### config.mk
export PLATFORM = sky130hd
export DESIGN_NAME = pulse_sequencer
export DESIGN_NICKNAME = d
export VERILOG_FILES = /design/src/rtl/pulse_sequencer.sv
export SDC_FILE = /design/constraint.sdc
export NUM_CORES = 1
export LEC_CHECK = 0
export ABC_AREA = 1
export BUFFER_PORTS_ARGS = -buffer_cell sky130_fd_sc_hd__buf_4
export CAP_MARGIN = 10
export CORE_MARGIN = 2
export CORE_UTILIZATION = 45
export DETAILED_ROUTE_END_ITERATION = 10
export GPL_TIMING_DRIVEN = 0
export PLACE_DENSITY = 0.65
export RECOVER_POWER = 100
export SLEW_MARGIN = 20
export SYNTH_ARGS = -nofsm -noshare
export SYNTH_HDL_FRONTEND = slang
export SYNTH_SLANG_ARGS = --single-unit
### constraint.sdc
create_clock -name clk -period 3.9 [get_ports clk]
set_clock_uncertainty 0.2 [all_clocks]
set_input_delay 0 -clock clk [delete_from_list [all_inputs] [get_ports clk]]
set_output_delay 0 -clock clk [all_outputs]
set_load 0.005 [all_outputs]
### src/rtl/pulse_sequencer.sv
// Three-pulse NMR timing engine: LEAD, P1, D1, P2, D2, P3, DEAD, ACQ driven by snapshotted timing words.
// Optional repeat mode (WAIT state, rep_delay_i) is enabled by defining PULSE_SEQ_REPEAT_EN.
module pulse_sequencer #(
  parameter int CNT_W       = 32,
  parameter int AMP_LEAD    = 20,
  parameter int DEAD_CYCLES = 40
) (
  input  logic               clk,
  input  logic               rst_n,
  input  logic               enable_PC,
  input  logic [6*CNT_W-1:0] pulse_timing_data,
  input  logic [14:0]        TX_phase_data,
`ifdef PULSE_SEQ_REPEAT_EN
  input  logic [CNT_W-1:0]   rep_delay_i,
`endif
  output logic               rf_gate_o,
  output logic [4:0]         phase_sel_o,
  output logic               amp_enable_o,
  output logic               adc_enable_o,
  output logic               busy_o,
  output logic               seq_done_o
);

  // Running states double as the stage index 0..7 so zero-length skipping is a simple search.
  typedef enum logic [3:0] {
    LEAD = 4'd0, PULSE1 = 4'd1, DELAY1 = 4'd2, PULSE2 = 4'd3, DELAY2 = 4'd4,
    PULSE3 = 4'd5, DEAD = 4'd6, ACQ = 4'd7, IDLE = 4'd8, ARMED = 4'd9, WAIT = 4'd10
  } state_t;

  typedef logic [7:0][CNT_W-1:0] lens_t;

  function automatic lens_t make_lens(input logic [6*CNT_W-1:0] f);
    lens_t l;
    l[0] = CNT_W'(AMP_LEAD);
    for (int i = 1; i <= 5; i++) l[i] = f[(6-i)*CNT_W +: CNT_W];
    l[6] = CNT_W'(DEAD_CYCLES);
    l[7] = f[CNT_W-1:0];
    return l;
  endfunction

  // First stage at or after 'from' with a non-zero length; 8 means the sequence is over.
  function automatic logic [3:0] first_stage(input lens_t l, input logic [3:0] from);
    logic [3:0] r;
    r = 4'd8;
    for (int i = 7; i >= 0; i--)
      if (i >= int'(from) && l[i] != '0) r = 4'(i);
    return r;
  endfunction

  state_t             state, nxt;
  logic [CNT_W-1:0]   cnt, cnt_nxt;
  logic [6*CNT_W-1:0] snap_f;
  logic [14:0]        snap_ph;
  logic               load, fin, start, done_d;
  logic [3:0]         k;
  lens_t              cur_l, new_l;

  assign cur_l = make_lens(snap_f);
  assign new_l = make_lens(pulse_timing_data);

  always_ff @(posedge clk or negedge rst_n) begin
    if (!rst_n) begin
      state   <= IDLE;
      cnt     <= '0;
      snap_f  <= '0;
      snap_ph <= '0;
    end else begin
      state <= nxt;
      cnt   <= cnt_nxt;
      if (load) begin
        snap_f  <= pulse_timing_data;
        snap_ph <= TX_phase_data;
      end
    end
  end

  always_comb begin
    nxt     = state;
    cnt_nxt = cnt;
    load    = 1'b0;
    fin     = 1'b0;
    start   = 1'b0;
    done_d  = 1'b0;
    k       = 4'd8;
    case (state)
      IDLE:  if (!enable_PC) nxt = ARMED;
      ARMED: if (enable_PC) start = 1'b1;
      WAIT: begin
        if (!enable_PC)    nxt = IDLE;
        else if (cnt == '0) start = 1'b1;
        else               cnt_nxt = cnt - 1'b1;
      end
      default: begin
        if (!enable_PC)          nxt = IDLE;
        else if (cnt != '0)      cnt_nxt = cnt - 1'b1;
        else begin
          k = first_stage(cur_l, {1'b0, state[2:0]} + 4'd1);
          if (k[3]) fin = 1'b1;
          else begin
            nxt     = state_t'(k);
            cnt_nxt = cur_l[k[2:0]] - 1'b1;
          end
        end
      end
    endcase
    if (fin) begin
      done_d = 1'b1;
`ifdef PULSE_SEQ_REPEAT_EN
      if (rep_delay_i == '0) start = 1'b1;
      else begin
        nxt     = WAIT;
        cnt_nxt = rep_delay_i - 1'b1;
      end
`else
      nxt = IDLE;
`endif
    end
    if (start) begin
      load = 1'b1;
      k    = first_stage(new_l, 4'd0);
      if (k[3]) begin
        nxt    = IDLE;
        done_d = 1'b1;
      end else begin
        nxt     = state_t'(k);
        cnt_nxt = new_l[k[2:0]] - 1'b1;
      end
    end
  end

  // Outputs are decoded from the next state so each register shows the state it belongs to.
  logic        run_nxt, rf_d, amp_d, adc_d, busy_d;
  logic [2:0]  stg;
  logic [4:0]  ph_d;
  logic [14:0] ph_src;

  always_comb begin
    ph_src  = load ? TX_phase_data : snap_ph;
    run_nxt = !nxt[3];
    stg     = nxt[2:0];
    rf_d    = run_nxt && stg[0] && (stg <= 3'd5);
    amp_d   = run_nxt && (stg <= 3'd5);
    adc_d   = run_nxt && (stg == 3'd7);
    busy_d  = (nxt != IDLE) && (nxt != ARMED);
    ph_d    = phase_sel_o;
    if (amp_d) begin
      case (stg[2:1])
        2'd0:    ph_d = ph_src[14:10];
        2'd1:    ph_d = ph_src[9:5];
        default: ph_d = ph_src[4:0];
      endcase
    end
  end

  always_ff @(posedge clk or negedge rst_n) begin
    if (!rst_n) begin
      rf_gate_o    <= 1'b0;
      phase_sel_o  <= '0;
      amp_enable_o <= 1'b0;
      adc_enable_o <= 1'b0;
      busy_o       <= 1'b0;
      seq_done_o   <= 1'b0;
    end else begin
      rf_gate_o    <= rf_d;
      phase_sel_o  <= ph_d;
      amp_enable_o <= amp_d;
      adc_enable_o <= adc_d;
      busy_o       <= busy_d;
      seq_done_o   <= done_d;
    end
  end

endmodule

---- Word-level counts from Yosys, hierarchy flattened ----
Index checks and enable logic that the tools add are counted.
operators by class
  add/sub/neg operators ................... 4
  magnitude comparators ................... 11
  equality and inequality tests ........... 7
  muxes and demuxes ....................... 47
  reduce and logical (&&, ||, !) cells .... 23
operator list
  kind                   number
  $mux 32                9
  $reduce_bool 32->1     7
  $bmux 32 s3            2
  $sub 32x1->32 const B  3
  $mux 4                 20
  $pmux 32 s2            1
  $logic_not 32->1       1
  $ge 3x4->1 const A     4
  $mux 15                1
  $eq 4x4->1 const B     3
  $pmux 4 s3             1
  $logic_and 1x1->1      11
  $mux 1                 11
  $pmux 5 s2             1
  $ge 1x4->1 const A     2
  $ge 2x4->1 const A     2
  $lt 3x4->1 const B     2
  $ne 4x4->1 const B     2
  $add 3x1->4 const B    1
  $eq 3x3->1 const B     1
  $le 3x3->1 const B     1
  $reduce_or 3->1        1
  $eq 2x1->1 const B     1
  $logic_not 2->1        1
  3 further kinds        3
storage, ports and cells
  bits in registers ....................... 253
  input port bits ......................... 210
  output and inout port bits .............. 10
  logic and storage cells ................. 102

---- Logic depth before layout (Yosys ltp) ----
  word-level depth ........................ 23
  mapped depth ............................ 32

---- Least setup slack after synthesis ----
No wires, ideal clock.
  kind .................................... reg-to-reg
  start ................................... register state[0]
  end ..................................... register cnt[30]
  library setup time ...................... 0.116 ns
  data arrival time ....................... 3.103 ns
  required time ........................... 3.584 ns
  slack ................................... 0.480 ns
  cell stages (with the launch flop) ...... 31
  cells stage by stage .................... dfrtp_1 -> ha_1 -> xnor2_2 -> inv_2 -> nor2_4 -> nor2_2 -> nor2_2 -> inv_2 -> nand2_1 -> nand2_1 -> nand2_1 -> nand2_4 -> nand2_2 -> buf_6 -> buf_6 -> nand2_1 -> nand3_1 -> nand3_1 -> nand2_2 -> ha_1 -> nand2_1 -> nor2_4 -> nand2_1 -> nor2_2 -> nand3_1 -> nand2_1 -> nand2_1 -> nand2_1 -> nand2_1 -> nand2_1 -> nand2_1
between the ends
  word-level cells in the longest chain between the ends .. 23
ends and longest elaborated chain
  item                           RTL line  text
  start: declaration             50        state_t state, nxt;
  start signal: assignment       68        state <= nxt;
  $add 3x1->4                    97        k = first_stage(cur_l, {1'b0, state[2:0]} + 4'd1);
  $ge 3x4->1                     46        if (i >= int'(from) && l[i] != '0) r = 4'(i);
  $logic_and 1x1->1              46
  $mux 4 (8 in a row)            46
  $mux 4                         95        else if (cnt != '0) cnt_nxt = cnt - 1'b1;
  $mux 4                         94        if (!enable_PC) nxt = IDLE;
  $mux 4                         85        case (state)
  $bmux 32 s3                    101       cnt_nxt = cur_l[k[2:0]] - 1'b1;
  $mux 32 (implied by the code)  101
  $sub 32x1->32                  101
  $mux 32                        98        if (k[3]) fin = 1'b1;
  $mux 32                        95
  $mux 32                        94
  $pmux 32 s2                    85
  $mux 32                        121       if (k[3]) begin
  $mux 32 *                      118       if (start) begin
  end signal: assignment         69        cnt <= cnt_nxt;
  end: declaration               51        logic [CNT_W-1:0] cnt, cnt_nxt;
Mark *: on every way between the ends. The rest lies on a longest branch, timed or not. The select of a mux whose other input is x is not followed.
A chain may end at the register's enable or synchronous reset.

---- Final worst setup path ----
  start ................................... register snap_f[78]
  end ..................................... register cnt[24]
between the ends
  word-level cells in the longest chain between the ends .. 19
ends and longest elaborated chain
  item                           RTL line  text
  start: declaration             52        logic [6*CNT_W-1:0] snap_f;
  start signal: assignment       71        snap_f <= pulse_timing_data;
  $reduce_bool 32->1             46
  $logic_and 1x1->1              46
  $mux 4 (5 in a row)            46
  $mux 4                         95
  $mux 4                         94
  $mux 4                         85
  $bmux 32 s3                    101
  $mux 32 (implied by the code)  101
  $sub 32x1->32                  101
  $mux 32 *                      98
  $mux 32 *                      95
  $mux 32 *                      94
  $pmux 32 s2 *                  85
  $mux 32                        121
  $mux 32 *                      118
Marks and branches as above.

==> metrics.yaml <==
setup_tns_ns: -0.3452
crit_family: "simple AND/OR/NAND/NOR gates"
ys_async_sr_fraction_pct: 100.0
avgSynthCellArea_um2: 6.876
gp_congestion: 0.9318
synth_fp_nets: 2372
min_period_over_period_pct: 102.3
start_util_pct: 45.62
grt_pass1_vias: 18010
dieArea_mm2: 0.03437
wire_per_inst_um: 19.80
drtPass1Iterations: 9
path_max_fanout: 6
drc_errors: 1
grt_setup_unrepaired: "yes"
crit_slowest_cell: "dfrtp_1"
yosys_register_bits: 253
drv_slew: 189
status: "complete, but fails checks"
synth-edff-count: 0
grt_max_degree: 69
drive_above_1_share_pct: 17.92
violations: "DRC, capacitance limit, slew limit, setup timing"
io_pins: 220
cts_buffers: 30
cp-start-kind: "flop"
antenna_left: 0
grt_overflow: 0
vias_per_cell: 5.457
grt_pass1_wl_mm: 98.53
synth_cell_types: 40
cp_data_arrival_time_ns: 4.25
htreeDepth: 1
cts_root_buffer: "clkbuf_16"
ys_warn_count: 0
drtIter0Drc: 1943
clk_pin_slew_worst_paths_ns: 0.06
hold_path_class: "input pin to flop"
worstPathRequired_ns: 4.16
netlist_area_mm2: 0.01480
finalSetupViolCount: 8
worst_setup_path_end_kind: "flop"
ys.flop_type: "dfrtp_1"
nNetsFinal: 3047
vdd_drop_max_mv: 0.5721
dieHeight_um: 185.4
hold_viol: 0
crit_type: "flop to flop"
tightest_slew_ns: 1.687
crit_path_max_incr_delay_ns: 0.40
drt_wl_total_mm: 65.37
antenna_found_initial: 7
syn_inst: 2153
clock-sinks: 253
leakagePower_nw: 11.29
vias: 18010
ys_seq_area_share_pct: 42.77
power_density_mw_per_mm2: 669.9
cap_violations: 3
cts_tree: "done"
dp_hpwl_mm: 41.61
fin_ws_ns: -0.09000
areaGrowthSynthToFinish_pct: 53.99
cts_buffer_depth: 3
fp.dieW_um: 185.4
row_count: 66
fmax_ghz: 0.2506
slew_headroom_pct: -12.47
io_buffers: 219
rrSetupSlack_ns: -0.09
finalHoldWorstSlack_ns: 0.002661
grt_usage_pct: 37.89
path_buf_inv: 4
coreArea_mm2: 0.03245
insertion_delay_ns: 0.60
period_minus_slack_ns: 3.990
crit_path_frequent_cell: "nand2_1"
worst min-delay path, stage by stage:
cell and delay, ns:
dlygate4sd3_1 0.52, buf_4 0.12, nand2_1 0.05, o21ai_0 0.07
timing repair:
| item | in CTS | in global routing |
|---|---|---|
| endpoints found under the setup margin | 31 | 80 |
| setup buffers | 15 | 18 |
| pin swaps | 14 | 57 |
| hold endpoints to repair | 416 | 0 |
| gates cloned | 0 | 1 |
| hold buffers | 389 | 0 |
| gates resized for setup | 43 | 167 |
Yosys cell counts (all sizes together), types with 2 or more instances:
cell type  number  area (µm²)
nand2         682        2585
buf            29       196.4
a31oi          10       62.56
o21bai          8       60.06
nand3         194       985.9
a22oi           2       15.01
clkbuf         68       255.2
o21ai         240        1201
a21oi          40       204.0
nor2          182       733.2
o211ai          6       45.04
nand4          55       344.1
o221ai          2       17.52
ha              9       112.6
xnor2          15       138.9
nor4            6       43.79
xor2           23       201.4
inv           312        1174
nor3           12       60.06
dfrtp         252        6306
final cells by class:
type	count	area, µm²
Antenna cell	7	17.52
Timing Repair Buffer	645	5834
Multi-Input combinational cell	1490	7343
Inverter	313	1189
Tap cell	442	553.0
Sequential cell	253	6335
Fill cell	2542	9657
Buffer	95	520.5
Clock buffer	40	838.3
Clock inverter	16	166.4
state kept, by name (all words and copies together) (netlist names), 4 cells and up:
register     cells
snap_f         192
state            4
phase_sel_o      5
snap_ph         15
cnt             32
where the power goes:
group / switching (mW) / total (mW) / internal, mW
clock network: 1.23 / 2.88 / 1.65
registers: 0.598 / 4.39 / 3.79
logic: 5.30 / 8.00 / 2.70
path summary, 6_finish.rpt:
check	from	endpoint	depth (start not counted)
max	snap_f[78]	cnt[24]	28
min	pulse_timing_data[22]	snap_f[22]	4
max reg2reg	snap_f[78]	cnt[24]	28
min reg2reg	snap_ph[4]	snap_ph[4]	2
max in group asynchronous	rst_n	state[1]	5
min in group asynchronous	rst_n	snap_f[125]	4
kinds of logic after synthesis:
| kind of cell | count (synthesis) | share of synthesized area, % |
|---|---|---|
| buffers and inverters | 410 | 11.00 |
| XOR/XNOR | 38 | 2.299 |
| flip-flops | 253 | 42.77 |
| AO/OA/AOI/OAI | 309 | 10.89 |
| adder cells (fa/ha/maj) | 9 | 0.7607 |
| AND/OR/NAND/NOR | 1133 | 32.19 |
| multiplexers | 1 | 0.07606 |
per-stage QoR:
stage          std cells  total power [mW]  cell area [µm²]  utilization (%)  setup WS [ns]
2_1_floorplan       2153             8.555            14800                -         0.4801
6_report            3301             15.27            22800            70.24       -0.09000
3_5_place_dp        2817             10.81            17090            52.66        -0.4588
3_3_place_gp        2814             10.67            17000            52.39        -0.3932
5_1_grt             3300             16.19            22790            70.24        -0.1919
4_1_cts             3276             14.22            22280            68.66       0.009582
layer usage:
layer,share of wire (%),track usage (%),up-vias
met2,47,62.13,1123
met5,0.035,0,-
li1,-,-,8148
met1,39,47.59,8492
met4,5.4,19.43,2
met3,9.0,7.314,249
cell usage in the layout (no fill, tap or decap), types with 31 or more instances in the layout:
master / instances
nand2_1: 633
dlygate4sd3_1: 388
inv_1: 285
dfrtp_1: 250
buf_4: 242
o21ai_0: 215
nand3_1: 180
nor2_1: 127
clkbuf_1: 59
nand4_1: 55
nand2_2: 41
a21oi_1: 39
nor2_2: 36
clkbuf_16: 31
(Power assumes the default switching activity.)
